$ cat src/rtl/hazard_stall_controller.sv
// Decode-stage hazard and stall controller: load-use, branch-operand and multiply-freeze sequencing.
// Optional performance counter enabled by defining HAZARD_PERF_CNT_EN.
module hazard_stall_controller #(
  parameter int unsigned MUL_LATENCY = 4,
  parameter int unsigned REG_ADDR_W  = 5
) (
  input  logic                  Clk,
  input  logic                  Reset,
  input  logic                  id_valid,
  input  logic [REG_ADDR_W-1:0] id_rs,
  input  logic [REG_ADDR_W-1:0] id_rt,
  input  logic                  id_uses_rt,
  input  logic                  id_is_branch,
  input  logic                  id_take,
  input  logic                  id_mul,
  input  logic                  ex_RegWrite,
  input  logic                  ex_MemRead,
  input  logic [REG_ADDR_W-1:0] ex_dst,
  input  logic                  mem_MemRead,
  input  logic [REG_ADDR_W-1:0] mem_dst,
  output logic                  pc_write,
  output logic                  ifid_write,
  output logic                  ifid_flush,
  output logic                  idex_bubble,
  output logic                  redirect_en,
  output logic                  mul_busy,
  output logic [15:0]           stall_cycles
);

  typedef enum logic [0:0] {StRun, StMulWait} state_e;

  localparam int unsigned CntW      = 4;
  localparam logic [CntW-1:0] MulLoad = CntW'(MUL_LATENCY - 1);
  localparam bit MulFreeze = (MUL_LATENCY > 1);

  state_e          state_q, state_d;
  logic [CntW-1:0] cnt_q, cnt_d;

  // Register $0 is hardwired to zero, so it can never carry a dependency.
  function automatic logic match(input logic [REG_ADDR_W-1:0] a, input logic [REG_ADDR_W-1:0] d);
    return (d != '0) && (a == d);
  endfunction

  function automatic logic src_hit(input logic [REG_ADDR_W-1:0] d);
    return match(id_rs, d) || (id_uses_rt && match(id_rt, d));
  endfunction

  logic load_use, br_ex, br_mem, data_stall;

  always_comb begin
    load_use   = id_valid && ex_MemRead && src_hit(ex_dst);
    br_ex      = id_valid && id_is_branch && ex_RegWrite && src_hit(ex_dst);
    br_mem     = id_valid && id_is_branch && mem_MemRead && src_hit(mem_dst);
    data_stall = load_use || br_ex || br_mem;
  end

  always_comb begin
    state_d     = state_q;
    cnt_d       = cnt_q;
    pc_write    = 1'b1;
    ifid_write  = 1'b1;
    ifid_flush  = 1'b0;
    idex_bubble = 1'b0;
    redirect_en = 1'b0;
    mul_busy    = 1'b0;
    unique case (state_q)
      StRun: begin
        if (data_stall) begin
          pc_write    = 1'b0;
          ifid_write  = 1'b0;
          idex_bubble = 1'b1;
        end else begin
          if (id_valid && id_take) begin
            redirect_en = 1'b1;
            ifid_flush  = 1'b1;
          end
          // The multiply itself proceeds into EX; only younger instructions freeze.
          if (id_valid && id_mul && MulFreeze) begin
            cnt_d   = MulLoad;
            state_d = StMulWait;
          end
        end
      end
      StMulWait: begin
        pc_write    = 1'b0;
        ifid_write  = 1'b0;
        idex_bubble = 1'b1;
        mul_busy    = 1'b1;
        cnt_d       = cnt_q - 1'b1;
        if (cnt_q == CntW'(1)) begin
          state_d = StRun;
        end
      end
      default: begin
        state_d = StRun;
        cnt_d   = '0;
      end
    endcase
    // Outputs take their idle values for as long as reset is held.
    if (!Reset) begin
      pc_write    = 1'b1;
      ifid_write  = 1'b1;
      ifid_flush  = 1'b0;
      idex_bubble = 1'b0;
      redirect_en = 1'b0;
      mul_busy    = 1'b0;
    end
  end

  always_ff @(posedge Clk or negedge Reset) begin
    if (!Reset) begin
      state_q <= StRun;
      cnt_q   <= '0;
    end else begin
      state_q <= state_d;
      cnt_q   <= cnt_d;
    end
  end

`ifdef HAZARD_PERF_CNT_EN
  logic [15:0] stall_q, stall_d;

  always_comb begin
    stall_d = stall_q;
    if (!pc_write && (stall_q != 16'hFFFF)) begin
      stall_d = stall_q + 16'd1;
    end
  end

  always_ff @(posedge Clk or negedge Reset) begin
    if (!Reset) begin
      stall_q <= '0;
    end else begin
      stall_q <= stall_d;
    end
  end

  assign stall_cycles = stall_q;
`else
  assign stall_cycles = 16'h0000;
`endif

endmodule

$ cat config.mk
export PLATFORM = sky130hd
export DESIGN_NAME = hazard_stall_controller
export DESIGN_NICKNAME = d
export VERILOG_FILES = /design/src/rtl/hazard_stall_controller.sv
export SDC_FILE = /design/constraint.sdc
export NUM_CORES = 1
export LEC_CHECK = 0
export ABC_AREA = 1
export BUFFER_PORTS_ARGS = -buffer_cell sky130_fd_sc_hd__buf_2
export CAP_MARGIN = 30
export CORE_ASPECT_RATIO = 0.75
export CORE_MARGIN = 2
export CORE_UTILIZATION = 45
export DETAILED_ROUTE_END_ITERATION = 8
export PLACE_DENSITY = 0.83
export SKIP_CTS_REPAIR_TIMING = 1
export SYNTH_ARGS = -nofsm -noshare
export SYNTH_HDL_FRONTEND = slang
export SYNTH_SLANG_ARGS = --single-unit
$ cat constraint.sdc
create_clock -name Clk -period 3.3 [get_ports Clk]
set_input_delay 0.165 -clock Clk [delete_from_list [all_inputs] [get_ports Clk]]
set_output_delay 0.165 -clock Clk [all_outputs]
set_load 0.03 [all_outputs]
==> results.json, run 1 <==
{
  "status": "completed",
  "synth_common_cells": "nand2_1, inv_1, buf_4",
  "netlist_instances": 165,
  "finClkSkew_ns": 0.00808,
  "final_core_util": 0.581,
  "finalCritPeriodShare": 0.461,
  "ant_nets": 0,
  "cts_buffer_depth": 2,
  "fin_area_um2": 1040,
  "grt_first_pass_wirelength_mm": 3.05,
  "dp_cells": 219,
  "setup_ws_ns": 1.78,
  "synth-simple-area-share": 0.496,
  "gp_congestion": 0.837,
  "cts_max_level": 1,
  "hold_viol": 0,
  "drv_cap": 0,
  "wl_per_cell_um": 8.76,
  "netlist.top_cell.by_area": "nand2_1",
  "routed_via_density": 4.41,
  "crit_path_end_kind": "output port",
  "worst-setup-path-type": "input pin to output port",
  "cts-root-buf": "clkbuf_4",
  "fin_nets": 235,
  "area_growth_pct": 18.2,
  "p_per_area_nw_per_um2": 450,
  "synthTopCellsByArea": "nand2_1, buf_4, dfrtp_1",
  "dr.pass1.iters": 4,
  "die_w_um": 55.1,
  "hold_class": "input pin to flip-flop",
  "synth-async-reset-ratio": 1.00,
  "synth_xor_area_frac": 0.0299,
  "synth.distinct_cells": 20,
  "grt_max_degree": 9,
  "die_h_um": 42.3,
  "hpwlAfterDp_mm": 1.67,
  "antenna_cells": 0,
  "yosysTopAreaCellShare": 0.277,
  "drive_gt1_frac": 0.262,
  "dp_slack_ns": 1.92,
  "numCtsBuffers": 3,
  "setup_viol": 0,
  "drt_drc_violations_left": 0,
  "stdcell_count": 224,
  "drt-total-wl_mm": 1.96,
  "coreArea_um2": 1790,
  "grt_pass1_vias": 753,
  "cts_tree": "built",
  "netlist_area_um2": 880,
  "crit_arrival_ns": 1.36,
  "placed_area_um2": 1000,
  "finalSetupTns_ns": 0,
  "ir_drop_uv": 340,
  "cp.required_ns": 3.13,
  "clock.fmax_mhz": 657,
  "clk_pin_slew_ns": 0.04,
  "synth_edf_count": 0,
  "ys_seq_area_frac": 0.142,
  "portBuffers": 35,
  "drt_iter0_markers": 30,
  "avgSynthCellArea_um2": 5.33,
  "report.final.slew_viol_count": 0,
  "yosys_warnings": 0,
  "overflow": 0,
  "p_leak_uw": 0.000718,
  "antenna_found_initial": 0,
  "synth_compound_area_frac": 0.0256,
  "worstSkewPairLatency_ns": 0.25,
  "worstPathMaxFanout": 8,
  "cts.sinks": 5,
  "synth.area.mux_share": 0,
  "initial_core_util": 0.492,
  "post-synth-top-count-cell": "nand2_1",
  "die-area_um2": 2330,
  "synthFlopType": "dfrtp_1",
  "num_vias": 987,
  "pin_count": 52,
  "synth_adder_area_share": 0.0284,
  "grt_usage": 0.181,
  "fin_crit_ns": 1.52,
  "rows": 13,
  "rsz0062_at_grt": "no",
  "start_kind": "input pin",
  "synth_seq_cells": 5,
  "synth_top_family_by_area": "simple AND/OR/NAND/NOR gates"
}
==> flip-flops by register name, summed over array words and instances (netlist names) <==
| signal | count |
|---|---|
| state_q | 1 |
| cnt_q | 4 |
==> worst max-delay path: stages <==
cell and delay, ns:
dlygate4sd3_1 0.55, buf_2 0.21, nand3_1 0.10, nor2_1 0.12, buf_2 0.21
==> path summary, 6_finish.rpt <==
check | start | end | slack, ns | cells after the start
min in group asynchronous | Reset | state_q | 0.32 | 2
max in group asynchronous | Reset | cnt_q[1] | 2.81 | 2
min reg2reg | cnt_q[0] | cnt_q[0] | 0.50 | 2
max reg2reg | cnt_q[0] | cnt_q[2] | 2.19 | 5
max | Reset | redirect_en | 1.78 | 5
min | id_mul | cnt_q[1] | 0.30 | 5
==> power breakdown <==
part | switching (uW) | leakage [uW] | internal, uW | total [uW]
Combinational | 177 | 0.000644 | 96.4 | 274
Sequential | 27.7 | 0.0000591 | 93.6 | 121
Clock | 27.5 | 0.0000150 | 45.9 | 73.4
Total | 233 | 0.000718 | 236 | 468
==> layout make-up <==
cell class,instances,area [um^2]
Clock buffer,4,26.3
Fill cell,186,749
Inverter,28,105
Multi-Input combinational cell,129,571
Sequential cell,5,125
Tap cell,22,27.5
Timing Repair Buffer,36,185
==> cell families after synthesis <==
family | Yosys count
buf+inv | 46
compound gates | 4
fa+ha+maj | 2
flops | 5
simple gates | 104
other cells | 1
xor+xnor | 3
==> stage by stage <==
stage / total power, uW / hold slack (ns)
final: 468 / 0.299
after global routing: 520 / 0.323
after CTS: 473 / -0.261
after detailed placement: 397 / 0.00906
after global placement: 391 / 0.00856
after floorplan: 344 / -0.131
==> placed cells by master, fill, tap and decap left out, types with 3 or more instances in the layout <==
master,count
dfrtp_1,5
conb_1,16
nand4_1,3
nand2_2,4
buf_2,35
nor2_1,16
inv_2,7
nand3_1,12
nand2_1,65
clkbuf_4,3
inv_1,21
==> per-layer routing <==
metal / routed length [um] / part of all wire / track usage / vias to the layer above
met5: 0 / 0 / 0 / -
li1: - / - / - / 534
met1: 989 / 0.50 / 0.269 / 403
met2: 751 / 0.38 / 0.229 / 48
met4: 13 / 0.0066 / 0.0732 / 0
met3: 209 / 0.11 / 0.0679 / 2
Note: power is estimated with default switching activity, not from simulation.
==> run 2, diff against run 1 <==
--- a/config.mk
+++ b/config.mk
@@ -10,9 +10,9 @@
 export CAP_MARGIN = 30
 export CORE_ASPECT_RATIO = 0.75
 export CORE_MARGIN = 2
-export CORE_UTILIZATION = 45
+export CORE_UTILIZATION = 39
 export DETAILED_ROUTE_END_ITERATION = 8
-export PLACE_DENSITY = 0.83
+export PLACE_DENSITY = 0.77
 export SKIP_CTS_REPAIR_TIMING = 1
 export SYNTH_ARGS = -nofsm -noshare
 export SYNTH_HDL_FRONTEND = slang
==> constraint.sdc (replaced) <==
create_clock -name Clk -period 1.4 [get_ports Clk]
set_input_delay 0.07 -clock Clk [delete_from_list [all_inputs] [get_ports Clk]]
set_output_delay 0.07 -clock Clk [all_outputs]
set_load 0.03 [all_outputs]
==> results.json, run 2 (synthesis results as in run 1) <==
{
  "grt_pass1_vias": 788,
  "initial_core_util": 0.426,
  "coreArea_um2": 2070,
  "pin_count": 52,
  "antenna_cells": 0,
  "ant_nets": 0,
  "hold_depth": 5,
  "drv_cap": 0,
  "worstSkewPairLatency_ns": 0.24,
  "rows": 14,
  "gp_congestion": 0.939,
  "grt_max_degree": 9,
  "crit_arrival_ns": 1.20,
  "hp-start": "id_mul",
  "num_vias": 971,
  "die_h_um": 45.1,
  "cts_max_level": 1,
  "grt_usage": 0.159,
  "cts_buffer_depth": 2,
  "fin_nets": 236,
  "finClkSkew_ns": 0.00198,
  "grt_first_pass_wirelength_mm": 3.18,
  "largest_register": "cnt_q",
  "clk_pin_slew_ns": 0.04,
  "r2r-start": "cnt_q[0]",
  "hold_viol": 0,
  "portBuffers": 35,
  "layout_commonest_cell": "nand2_1",
  "setup_ws_ns": 0.128,
  "hold_class": "input pin to flip-flop",
  "drt_iter0_markers": 47,
  "reg2reg_slack_ns": 0.24,
  "finalCritPeriodShare": 0.908,
  "ir_drop_uv": 561,
  "clock.fmax_mhz": 786,
  "largest_registers": "cnt_q (4), state_q (1)",
  "antenna_found_initial": 0,
  "crit_path_end_kind": "output port",
  "violations": "DRC",
  "start_kind": "flip-flop",
  "largest_reg_flops": 4,
  "ff2ff_path_depth": 5,
  "cts-root-buf": "clkbuf_4",
  "fin_crit_ns": 1.27,
  "rsz0062_at_grt": "no",
  "drt_drc_violations_left": 2,
  "dr.pass1.iters": 6,
  "die-area_um2": 2660,
  "whs_endpoint": "cnt_q[0]",
  "drive_gt1_frac": 0.276,
  "dp_slack_ns": 0.197,
  "worstPathMaxFanout": 6,
  "p_leak_uw": 0.000721,
  "setup_viol": 0,
  "worst-setup-path-type": "flip-flop to output port",
  "numCtsBuffers": 3,
  "overflow": 0,
  "report.final.slew_viol_count": 0,
  "hpwlAfterDp_mm": 1.72,
  "cp-startpoint": "state_q",
  "cts_tree": "built",
  "final_core_util": 0.509,
  "drt-total-wl_mm": 1.99,
  "status": "finished with violations",
  "die_w_um": 58.8,
  "final_cell_mix": "nand2_1, buf_2, inv_1, conb_1, nor2_1",
  "wl_per_cell_um": 8.76,
  "p_per_area_nw_per_um2": 1080,
  "routed_via_density": 4.28,
  "cts.sinks": 5,
  "r2r-end": "cnt_q[2]",
  "finalSetupTns_ns": 0,
  "area_growth_pct": 19.6,
  "cp.required_ns": 1.33
}
==> run 2: layout make-up <==
cell class | count | area [um^2]
multi-input cells | 129 | 573
clock buffers | 4 | 26.3
fillers | 232 | 1010
flip-flops and latches | 5 | 125
well taps | 24 | 30.0
repair buffers | 37 | 193
inverters | 28 | 105
==> run 2: where the power goes <==
group / internal [uW] / switching (uW)
clock network: 108 / 59.2
logic: 248 / 449
registers: 221 / 52.7
==> run 2: worst max path at each step <==
stage / endpoint / slack [ns] / cells past startpoint
2_1_floorplan: redirect_en / 0.10 / 4
3_3_place_gp: ifid_flush / 0.21 / 8
3_5_place_dp: idex_bubble / 0.20 / 12
4_1_cts: redirect_en / 0.06 / 4
5_1_grt: ifid_flush / 0.02 / 4
6_report: redirect_en / 0.13 / 4
==> run 2: worst max-delay path: stages, from the launching register on <==
cell     delay, ns
dfrtp_1       0.38
inv_2         0.11
nand3_1       0.14
nor2_2        0.12
buf_2         0.21
==> run 2: metrics by stage <==
| stage | cells | total power, uW | cell area [um^2] | hold slack, ns |
|---|---|---|---|---|
| 2_1_floorplan | 180 | 814 | 938 | -0.226 |
| 3_3_place_gp | 222 | 953 | 1020 | -0.0866 |
| 3_5_place_dp | 222 | 960 | 1020 | -0.0854 |
| 4_1_cts | 226 | 1140 | 1040 | -0.353 |
| 5_1_grt | 227 | 1260 | 1050 | 0.226 |
| 6_report | 227 | 1140 | 1050 | 0.195 |
==> run 2: layer usage <==
layer  share of wire  track usage  up-vias
met2            0.40        0.222       36
li1                -            -      533
met4          0.0050       0.0318        0
met1            0.52        0.241      400
met5               0            0        -
met3           0.072       0.0430        2
==> run 3, diff against run 2 <==
--- a/config.mk
+++ b/config.mk
@@ -7,8 +7,7 @@
 export LEC_CHECK = 0
 export ABC_AREA = 1
 export BUFFER_PORTS_ARGS = -buffer_cell sky130_fd_sc_hd__buf_2
-export CAP_MARGIN = 30
-export CORE_ASPECT_RATIO = 0.75
+export CAP_MARGIN = 5
 export CORE_MARGIN = 2
 export CORE_UTILIZATION = 39
 export DETAILED_ROUTE_END_ITERATION = 8
==> results.json, run 3 (synthesis results as in run 1) <==
{
  "p_per_area_nw_per_um2": 1080,
  "finalCritPeriodShare": 0.930,
  "area_growth_pct": 20.2,
  "layout_commonest_cell": "nand2_1",
  "clock.fmax_mhz": 768,
  "rows": 17,
  "seq_power_share": 0.238,
  "die_h_um": 51.5,
  "final_cell_mix": "nand2_1, buf_2, inv_1, conb_1, nor2_1",
  "drive_gt1_frac": 0.276,
  "cts.sinks": 5,
  "ant_nets": 0,
  "dp_slack_ns": 0.222,
  "pin_count": 52,
  "die-area_um2": 2650,
  "die_w_um": 51.5,
  "hold_class": "input pin to async pin",
  "cts_tree": "built",
  "final_core_util": 0.487,
  "report.final.slew_viol_count": 0,
  "setup_viol": 0,
  "coreArea_um2": 2170,
  "dr.pass1.iters": 4,
  "worstPathMaxFanout": 8,
  "p_int_uw": 577,
  "wl_per_cell_um": 8.12,
  "largest_registers": "cnt_q (4), state_q (1)",
  "drt_iter0_markers": 13,
  "start_kind": "input pin",
  "num_vias": 947,
  "p_switching_uw": 560,
  "finClkSkew_ns": 0.00379,
  "p_clk_frac": 0.153,
  "cp.required_ns": 1.33,
  "share_comb_of_total_power": 0.609,
  "portBuffers": 35,
  "rsz0062_at_grt": "no",
  "cts_buffer_depth": 2,
  "worst-setup-path-type": "input pin to output port",
  "grt_pass1_vias": 746,
  "grt_usage": 0.149,
  "routed_via_density": 4.10,
  "grt_first_pass_wirelength_mm": 3.02,
  "grt_max_degree": 9,
  "crit_path_end_kind": "output port",
  "drv_cap": 0,
  "drt-total-wl_mm": 1.88,
  "cts-root-buf": "clkbuf_4",
  "largest_reg_flops": 4,
  "setup_ws_ns": 0.0973,
  "stdcell_count": 231,
  "p_leak_uw": 0.000721,
  "dp_cells": 226,
  "fin_crit_ns": 1.30,
  "clk_pin_slew_ns": 0.05,
  "fin_nets": 236,
  "swShare": 0.493,
  "largest_register": "cnt_q",
  "finalSetupTns_ns": 0,
  "antenna_cells": 0,
  "cts_max_level": 1,
  "overflow": 0,
  "antenna_found_initial": 0,
  "drt_drc_violations_left": 0,
  "worstSkewPairLatency_ns": 0.25,
  "ir_drop_uv": 634,
  "gp_congestion": 0.770,
  "initial_core_util": 0.405,
  "crit_arrival_ns": 1.23,
  "hold_viol": 0,
  "hpwlAfterDp_mm": 1.61,
  "fin_hold_ws_ns": 0.187,
  "numCtsBuffers": 3,
  "status": "completed"
}
==> run 3: worst max-delay path, stage by stage <==
cell and delay [ns]:
dlygate4sd3_1 0.52, buf_2 0.21, nand3_1 0.11, nor2_2 0.12, buf_2 0.21
==> run 3: final timing paths <==
check	startpoint	to	slack [ns]	depth (start not counted)
worst max-delay path	Reset	ifid_flush	0.1	5
worst min-delay path	Reset	state_q	0.19	2
worst max register to register	cnt_q[0]	cnt_q[2]	0.27	5
worst min register to register	cnt_q[0]	cnt_q[0]	0.51	2
max in group asynchronous	Reset	cnt_q[1]	1.05	2
min in group Clk	id_mul	cnt_q[1]	0.21	5
==> run 3: per-stage QoR <==
step           instance area [um^2]  total power [uW]
3_5_place_dp                   1020               955
3_3_place_gp                   1020               944
6_report                       1060              1140
4_1_cts                        1050              1140
5_1_grt                        1060              1260
2_1_floorplan                   938               814
==> run 3: layout make-up <==
cell class / instances / area [um^2]
sequential: 5 / 125
timing repair buffer: 37 / 193
inverter: 28 / 105
tap: 28 / 35.0
clock buffer: 4 / 26.3
multi-input combinational: 129 / 573
fill: 263 / 1110
==> run 3: power by group through the flow <==
stage | Clock [uW] | Sequential (uW) | Combinational (uW)
after floorplan | 0 | 274 | 539
after global placement | 0 | 265 | 679
after detailed placement | 0 | 268 | 687
after CTS | 181 | 267 | 690
after global routing | 204 | 283 | 771
final | 174 | 271 | 692
==> run 3: routing by layer <==
metal  vias to the layer above  track usage  wire, um
li1                        537            -         -
met2                        35        0.224       786
met5                         -            0         0
met3                         3       0.0431       151
met1                       372        0.202       926
met4                         0       0.0526        11
